$ cat config.mk
export PLATFORM = sky130hd
export DESIGN_NAME = dmem_sram_frontend
export DESIGN_NICKNAME = d
export VERILOG_FILES = /design/src/rtl/dmem_sram_frontend.sv
export SDC_FILE = /design/constraint.sdc
export NUM_CORES = 1
export LEC_CHECK = 0
export ABC_CLOCK_PERIOD_IN_PS = 1550
export BUFFER_PORTS_ARGS = -buffer_cell sky130_fd_sc_hd__buf_2
export CORE_ASPECT_RATIO = 0.75
export CORE_MARGIN = 3
export CORE_UTILIZATION = 40
export CTS_CLUSTER_SIZE = 40
export DETAILED_ROUTE_END_ITERATION = 6
export PLACE_DENSITY = 0.85
export SYNTH_ARGS = -nofsm -noshare
export SYNTH_HDL_FRONTEND = slang
export SYNTH_SLANG_ARGS = --single-unit
export TNS_END_PERCENT = 20
$ cat constraint.sdc
create_clock -name clk_i -period 1.55 [get_ports clk_i]
set_input_delay 0.0775 -clock clk_i [delete_from_list [all_inputs] [get_ports clk_i]]
set_output_delay 0.0775 -clock clk_i [all_outputs]
set_load 0.1 [all_outputs]
$ cat src/rtl/dmem_sram_frontend.sv
// Front end between a data-memory adapter and a single-port SRAM macro:
// zero-fills the macro after reset, then passes accesses through and holds read data.
module dmem_sram_frontend #(
  parameter int AW     = 12,
  parameter int DW     = 32,
  parameter int InitEn = 1
) (
  input  logic            clk_i,
  input  logic            rst_i,
  input  logic            csb_i,
  input  logic            web_i,
  input  logic [AW-1:0]   addr_i,
  input  logic [DW-1:0]   wdata_i,
  input  logic [DW/8-1:0] wmask_i,
  output logic [DW-1:0]   rdata_o,
  output logic            init_done_o,
  output logic            err_o,
  output logic            csb_o,
  output logic            web_o,
  output logic [AW-1:0]   addr_o,
  output logic [DW-1:0]   din_o,
  output logic [DW/8-1:0] wmask_o,
  input  logic [DW-1:0]   dout_i,
  output logic            dbg_state_o
);

  typedef enum logic {
    INIT  = 1'b0,
    READY = 1'b1
  } state_t;

  localparam state_t        RST_STATE = (InitEn != 0) ? INIT : READY;
  localparam logic [AW-1:0] CNT_ONE   = AW'(1);

  state_t        state;
  logic [AW-1:0] cnt;
  logic          rd_pend;
  logic [DW-1:0] hold;

  // init_done_o is the gate for adapter traffic, so a cycle is accepted only
  // once the flop already shows 1; the transition cycle itself is still dropped.
  always_ff @(posedge clk_i or posedge rst_i) begin
    if (rst_i) begin
      state       <= RST_STATE;
      cnt         <= '0;
      init_done_o <= 1'b0;
      err_o       <= 1'b0;
      rd_pend     <= 1'b0;
      hold        <= '0;
    end else begin
      case (state)
        INIT: begin
          cnt <= cnt + CNT_ONE;
          if (&cnt) begin
            state       <= READY;
            init_done_o <= 1'b1;
          end
        end
        READY:   init_done_o <= 1'b1;
        default: state <= RST_STATE;
      endcase
      if (!csb_i && !init_done_o) err_o <= 1'b1;
      rd_pend <= init_done_o && !csb_i && web_i;
      if (rd_pend) hold <= dout_i;
    end
  end

  // Macro side: deselected in reset, fill writes in INIT, zero-latency pass-through after.
  always_comb begin
    csb_o   = 1'b1;
    web_o   = 1'b1;
    addr_o  = '0;
    din_o   = '0;
    wmask_o = '0;
    if (!rst_i) begin
      if (state == INIT) begin
        csb_o   = 1'b0;
        web_o   = 1'b0;
        addr_o  = cnt;
        wmask_o = '1;
      end else if (init_done_o) begin
        csb_o   = csb_i;
        web_o   = web_i;
        addr_o  = addr_i;
        din_o   = wdata_i;
        wmask_o = wmask_i;
      end
    end
  end

  assign rdata_o     = rd_pend ? dout_i : hold;
  assign dbg_state_o = (state == READY);

endmodule

# Yosys cells after proc, flatten, opt, wreduce, memory -nomap -nowiden
# Cells that the tools add are included.
# W data, S select, Z words.
[classes]
bitwise = 1
add_sub_neg = 1
n_mul = 0
n_div = 0
n_reduce_logical = 6
shift = 0
n_eq_ne = 1
n_lt_le_gt_ge = 0
n_mux = 20
[ops]
columns = ["cell", "count"]
rows = [
  ["$mux W32", 4],
  ["$mux W12", 3],
  ["$add A12 B1 Y12 const B", 1],
  ["$mux W4", 3],
  ["$reduce_and A12 Y1", 1],
  ["$mux W1", 9],
  ["$logic_and A1 B1 Y1", 3],
  ["$logic_not A1 Y1", 2],
  ["$ne A2 B2 Y1 const B", 1],
  ["$pmux W1 S2", 1],
  ["$not A1 Y1", 1],
]
[word_totals]
rom_bits = 0
register_bits = 48
wordCells = 35
latch_bits = 0
inputBits = 84
memories = 0
output_inout_bits = 85
mem_bits_rw = 0

# Longest topological paths before layout
# Gate-level depths: netlist of the first run.
[depth]
word_depth = 3
ltp_mapped = 5

# Worst setup path after synthesis of the first run
# OpenSTA, ideal clock, no wires.
[synth_path]
path_kind = "register to output"
startpoint = "reg init_done_o"
endpoint = "out wmask_o[0]"
stages_incl_launch_ff = 3
path_slack_ns = -1.147
arrival_ns = 2.619
t_required_ns = 1.472
path_cell_list = "dfrtp_1 > nand2_1 > a21oi_1"
[synth_via]
elab_chain_len = 3
[synth_lines]
columns = ["item", "line", "rtl"]
rows = [
  ["from (decl)", "16", "output logic init_done_o,"],
  ["from (signal assigned)", "46", "init_done_o <= 1'b0;"],
  ["from (signal assigned)", "56", "init_done_o <= 1'b1;"],
  ["from (signal assigned)", "59", "READY: init_done_o <= 1'b1;"],
  ["$mux W4", "81", "end else if (init_done_o) begin"],
  ["$mux W4", "76", "if (state == INIT) begin"],
  ["$mux W4", "75", "if (!rst_i) begin"],
  ["to (decl)", "22", "output logic [DW/8-1:0] wmask_o,"],
]
# Every way passes these cells.

# Worst setup path after layout of the first run
[layout_path]
startpoint = "reg init_done_o"
endpoint = "out addr_o[8]"
[layout_via]
elab_chain_len = 3
[layout_lines]
columns = ["item", "line", "rtl"]
rows = [
  ["$mux W12", "81", ""],
  ["$mux W12", "76", ""],
  ["$mux W12", "75", ""],
  ["to (decl)", "20", "output logic [AW-1:0] addr_o,"],
]
# Every way passes these cells.

==> results.cfg, run 1 <==
[logic_synthesis]
synthDistinctLibCells = 29
ys_warn_count = 0
synth.avg_cell_area_um2 = 12.1
synth_fp_nets = 273
syn_area_um2 = 2280
synth_most_common_cell = dfrtp_1
ys.flop_type = dfrtp_1
yosys.area.top_type = dfrtp_1
synthTopCellsByArea = dfrtp_1, mux2_2, and2_1
netlist_instances = 188
async_flop_share = 1.00
netlist.area_leader.share = 0.526
synth_seq_area_share = 0.526
synth_commonest_cells = dfrtp_1, and2_1, mux2_2
ys_ff_latch = 48
synth_edf_count = 0

[clock_network]
cts.sinks = 48
clk_latency_ns = 0.30
clk_pin_slew_worst_paths_ns = 0.09
clock-root-buffer = clkbuf_8
htreeDepth = 2
cts_made_buffers = 5
cts_tree = built
cts_buffer_depth = 2

[worst_setup_path]
timing_worst_setup_path_type = flip-flop to output pin
endpoint_kind = output pin
crit_arrival_ns = 1.56
start_kind = flip-flop
cp.required_ns = 1.47
cp_max_fo = 22
path_cells = and3_4, buf_12, a22o_2, buf_12
path_buf_inv = 2
crit_path_frequent_cell = buf_12
critical_path.max_stage_delay_ns = 0.49
cp_top_family = flip-flops
slowest_stage = dfrtp_4

[floorplan]
rows = 23
ioPinCount = 169
core_area_um2 = 5440
dieArea_um2 = 6660
dieHeight_um = 71.4
initial_core_util = 0.420
die_w_um = 93.2

[outcome]
status = finished with violations
violations = setup timing

[sta]
fin_crit_ns = 1.63
fin_crit_sh = 1.05
worstMarginPinSlew_ns = 0.530
finClkSkew_ns = 0.00708
hold_viol = 0
clock.fmax_ghz = 0.612
rsz0062_at_grt = true
slew_headroom = 0.646
slew_violations = 0
worst_slack_ns = -0.0827
setup_viol = 51

[drt]
vias = 2206
post_drt_via_cell_ratio = 5.00
totalWireLength_mm = 8.85
wl_per_cell_um = 20.1
ant_nets = 0
drt_first_iter_violations = 117
drc = 0
drtPass1Iterations = 4

[placed_design]
place_congestion = 0.769
pre_cts_ws_ns = 0.115
post-place-cells = 426
port-buffer-count = 168
hpwl_mm = 6.61

[global_route]
first_global_vias = 2374
grt_overflow = 0
antenna_found_initial = 0
track_usage = 0.252
grt_pass1_wl_mm = 12.8
grt_max_degree = 38

[finish]
num-fill-cells = 211
finalNonFillerCells = 441
antenna_cells = 0
final_nets = 450
area_growth_syn_to_layout_pct = 113
drive_above_1_share = 0.762

[hold_path]
hold_path_class = primary input to flip-flop

[power_and_ir_drop]
cellLeakagePower_nw = 2.31
vdd_drop_max_mv = 0.791
p_per_area_nw_per_um2 = 589

[flow_run]
maxCapViolCount = 0
==> sequential cells by signal, summed over array words and instances (netlist names) <==
signal / cells
rd_pend: 1
err_o: 1
hold: 32
cnt: 12
dbg_state_o: 1
init_done_o: 1
==> layout make-up <==
class	instances	area (µm²)	share of cell area
timing repair buffer	181	2230	0.458
multi-input combinational	127	1230	0.252
sequential	48	1210	0.249
tap	75	93.8	0.0193
clock buffer	6	82.6	0.0170
clock inverter	2	13.8	0.00283
inverter	2	10.0	0.00206
==> power breakdown <==
group | switching, mW | leakage [nW] | internal [mW]
sequential | 0.0103 | 0.630 | 1.28
combinational | 0.483 | 1.63 | 0.296
clock | 0.424 | 0.0516 | 0.365
total | 0.918 | 2.31 | 1.94
==> worst register-to-register path, stage by stage (launching register included) <==
cell,delay [ns]
dfrtp_4,0.51
buf_4,0.16
nand4b_1,0.40
nor3_2,0.29
xor2_1,0.17
==> cells in the final DEF (no fill, tap or decap), types with 3 or more instances in the layout <==
master and n:
buf_4 6, a22o_4 6, a21oi_4 4, dfrtp_1 46, buf_12 84, xnor2_1 4
dlygate4sd3_1 3, buf_2 86, a22o_2 6, and2_2 10, xor2_1 7, nor2_1 4
nand2_1 8, clkbuf_8 6, and2_4 22, mux2_2 23, mux2_4 10
==> logic make-up after synthesis <==
| family | count (synthesis) | synth area share |
|---|---|---|
| fa+ha+maj | 1 | 0.00548 |
| xor+xnor | 11 | 0.0422 |
| compound gates | 19 | 0.0625 |
| mux | 33 | 0.163 |
| buf+inv | 13 | 0.0406 |
| flops | 48 | 0.526 |
| simple gates | 63 | 0.160 |
==> repair_timing <==
action / 4_1_cts / 5_1_grt
cloned: 1 / 0
hold endpoints to repair: 12 / 11
resized for setup: 30 / 11
setup endpoints to repair: 73 / 87
hold buffers: 1 / 2
pin swaps: 2 / 24
setup buffers: 3 / 0
==> final timing paths <==
| check | startpoint | to | cells past startpoint | slack (ns) |
|---|---|---|---|---|
| setup / recovery | init_done_o$_DFFE_PP0P_ | addr_o[8] | 4 | -0.08 |
| hold / removal | dout_i[31] | hold[31]$_DFF_PP0_ | 2 | 0.05 |
| setup reg to reg | dbg_state_o$_DFF_PP0_ | cnt[9]$_DFFE_PP0N_ | 4 | -0.05 |
| hold reg to reg | cnt[11]$_DFFE_PP0N_ | cnt[11]$_DFFE_PP0N_ | 1 | 0.52 |
| max in group asynchronous | rst_i | dbg_state_o$_DFF_PP0_ | 4 | 0.66 |
| min in group asynchronous | rst_i | hold[10]$_DFF_PP0_ | 3 | 0.43 |
==> per-layer routing <==
metal | wire length (µm) | GRT usage | up-vias | share of wire
met1 | 3040 | 0.264 | 1096 | 0.34
met3 | 637 | 0.0797 | 12 | 0.072
li1 | - | - | 1001 | -
met5 | 0 | 0 | - | 0
met2 | 5050 | 0.487 | 97 | 0.57
met4 | 125 | 0.0585 | 0 | 0.014
==> per-stage QoR <==
stage	setup TNS, ns	util	cell area, µm²	total power, mW	hold slack, ns
floorplan	-2.94	-	2440	1.73	-0.00112
detailed placement	0	0.845	4600	2.08	0.0253
global placement	0	0.845	4600	2.06	0.0162
global route	-5.38	0.894	4860	2.96	0.0341
CTS	-1.76	0.882	4800	2.85	-0.292
finish	-2.48	0.894	4860	2.86	0.0499
No activity file was read; power rests on OpenSTA's default activity.
==> inputs of run 2 (changes only) <==
--- a/config.mk
+++ b/config.mk
@@ -5,14 +5,14 @@
 export SDC_FILE = /design/constraint.sdc
 export NUM_CORES = 1
 export LEC_CHECK = 0
-export ABC_CLOCK_PERIOD_IN_PS = 1550
+export ABC_CLOCK_PERIOD_IN_PS = 1460
 export BUFFER_PORTS_ARGS = -buffer_cell sky130_fd_sc_hd__buf_2
 export CORE_ASPECT_RATIO = 0.75
 export CORE_MARGIN = 3
-export CORE_UTILIZATION = 40
+export CORE_UTILIZATION = 36
 export CTS_CLUSTER_SIZE = 40
 export DETAILED_ROUTE_END_ITERATION = 6
-export PLACE_DENSITY = 0.85
+export PLACE_DENSITY = 0.81
 export SYNTH_ARGS = -nofsm -noshare
 export SYNTH_HDL_FRONTEND = slang
 export SYNTH_SLANG_ARGS = --single-unit
==> constraint.sdc (replaced) <==
create_clock -name clk_i -period 1.46 [get_ports clk_i]
set_input_delay 0.073 -clock clk_i [delete_from_list [all_inputs] [get_ports clk_i]]
set_output_delay 0.073 -clock clk_i [all_outputs]
set_load 0.1 [all_outputs]
==> results.cfg, run 2 (same netlist as run 1, synthesis figures left out) <==
[worst_setup_path]
crit_path_frequent_cell = buf_12
cp_max_fo = 23
crit_arrival_ns = 1.58
endpoint_kind = output pin
start_kind = flip-flop
critical_path.max_stage_delay_ns = 0.52
path_cells = and3_4, buf_12, a22o_2, buf_12
cp_top_family = flip-flops
slowest_stage = dfrtp_4
timing_worst_setup_path_type = flip-flop to output pin
path_buf_inv = 2
cp.required_ns = 1.39

[sta]
worst_slack_ns = -0.190
slew_headroom = 0.573
fin_crit_ns = 1.65
finClkSkew_ns = 0.00671
fin_crit_sh = 1.13
rsz0062_at_grt = true
setup_viol = 82
worstMarginPinSlew_ns = 0.640
hold_viol = 0
finalSetupTns_ns = -9.04
slew_violations = 0
clock.fmax_ghz = 0.606

[global_route]
use_met3 = 0.0630
grt_pass1_wl_mm = 13.1
grt_overflow = 0
first_global_vias = 2434
track_usage = 0.236
antenna_found_initial = 0
met2_usage = 0.453
grt_busiest_layer = met2
grt.met1_usage = 0.261
grt_max_degree = 51

[clock_network]
clock-root-buffer = clkbuf_8
clk_pin_slew_worst_paths_ns = 0.09
htreeDepth = 2
clk_latency_ns = 0.30
cts_tree = built
post_cts_buffers = 0
cts_made_buffers = 5
cts_buffer_depth = 2
cts.sinks = 48

[power_and_ir_drop]
vdd_drop_max_mv = 0.520
p_per_area_nw_per_um2 = 614
cellLeakagePower_nw = 2.36

[drt]
vias = 2247
drtPass1Iterations = 4
drt_first_iter_violations = 80
drc = 0
ant_nets = 0
totalWireLength_mm = 9.75
post_drt_via_cell_ratio = 5.07
wl_per_cell_um = 22.0

[finish]
reg_top3 = hold (32), cnt (12)
area_growth_syn_to_layout_pct = 118
antenna_cells = 0
multi_input_area_um2 = 1350
finalNonFillerCells = 443
num-fill-cells = 292
seqCellArea_um2 = 1210
layout_common_cells = buf_2, buf_12, dfrtp_1, and2_4, mux2_4
layout_commonest_cell = buf_2
largest_reg_flops = 32
final_nets = 449
post-route-util = 0.834
regMostFlops = hold
drive_above_1_share = 0.767

[floorplan]
initial_core_util = 0.382
core_area_um2 = 5980
dieHeight_um = 75.0
ioPinCount = 169
die_w_um = 97.9
rows = 24
dieArea_um2 = 7340

[placed_design]
hpwl_mm = 6.54
port-buffer-count = 168
post-place-cells = 433
place_congestion = 0.760
pre_cts_ws_ns = 0.0346

[outcome]
violations = setup timing
status = finished with violations

[hold_path]
hold_path_class = primary input to async pin

[flow_run]
maxCapViolCount = 0
-- run 2: cell count changes in the layout (fill, tap and decap cells not counted), moves of 2 or more --
| cell | previous run | this run |
|---|---|---|
| a22o_2 | 6 | 2 |
| a22o_4 | 6 | 10 |
| and2_2 | 10 | 0 |
| and2_4 | 22 | 32 |
| dlygate4sd3_1 | 3 | 1 |
| mux2_2 | 23 | 2 |
| mux2_4 | 10 | 31 |
| nand2_2 | 2 | 0 |
| nand2_4 | 0 | 2 |
-- run 2: final timing paths --
kind / cells after the start / slack [ns] / from / to
min in group clk_i: 2 / 0.04 / dout_i[17] / hold[17]$_DFF_PP0_
max in group asynchronous: 3 / 0.97 / rst_i / init_done_o$_DFFE_PP0P_
max reg2reg: 4 / -0.06 / cnt[1]$_DFFE_PP0N_ / cnt[10]$_DFFE_PP0N_
max: 4 / -0.19 / dbg_state_o$_DFF_PP0_ / addr_o[11]
min: 3 / 0.02 / rst_i / hold[25]$_DFF_PP0_
min reg2reg: 1 / 0.52 / hold[9]$_DFF_PP0_ / hold[9]$_DFF_PP0_
-- run 2: worst reg2reg max path, cell delays in order (launching register included) --
cell      delay (ns)
dfrtp_1         0.43
ha_1            0.26
nand3b_1        0.21
nor4_2          0.38
xor2_1          0.16
-- run 2: per-stage QoR --
step	hold WS [ns]	area (µm²)	total power, mW
3_3_place_gp	0.264	4710	2.19
5_1_grt	0.0223	4980	3.18
6_report	0.0161	4980	3.06
3_5_place_dp	0.270	4710	2.21
2_1_floorplan	0.00396	2530	1.84
4_1_cts	0.0202	4850	3.04
-- run 2: area by class of cell --
type | count | share of cell area
repair buffers | 180 | 0.445
multi-input cells | 127 | 0.272
flip-flops and latches | 48 | 0.243
well taps | 78 | 0.0196
clock buffers | 7 | 0.0173
inverters | 2 | 0.00201
clock inverters | 1 | 0.00151
-- run 2: repair_timing --
| item | 4_1_cts | 5_1_grt |
|---|---|---|
| hold buffers | 1 | 0 |
| pin swaps | 8 | 3 |
| hold endpoints to repair | 2 | 0 |
| gates cloned | 0 | 1 |
| endpoints found under the setup margin | 80 | 86 |
| gates resized for setup | 13 | 30 |
-- run 2: report_power, final --
group	leakage [nW]	switching [mW]	internal, mW
sequential	0.629	0.0126	1.36
combinational	1.68	0.527	0.326
clock	0.0445	0.446	0.386
-- run 2: metal layers --
layer  wire length, µm  vias up
li1                  -      995
met1              3530     1142
met2              5530       96
met3               540       14
met4               142        0
met5                 0        -
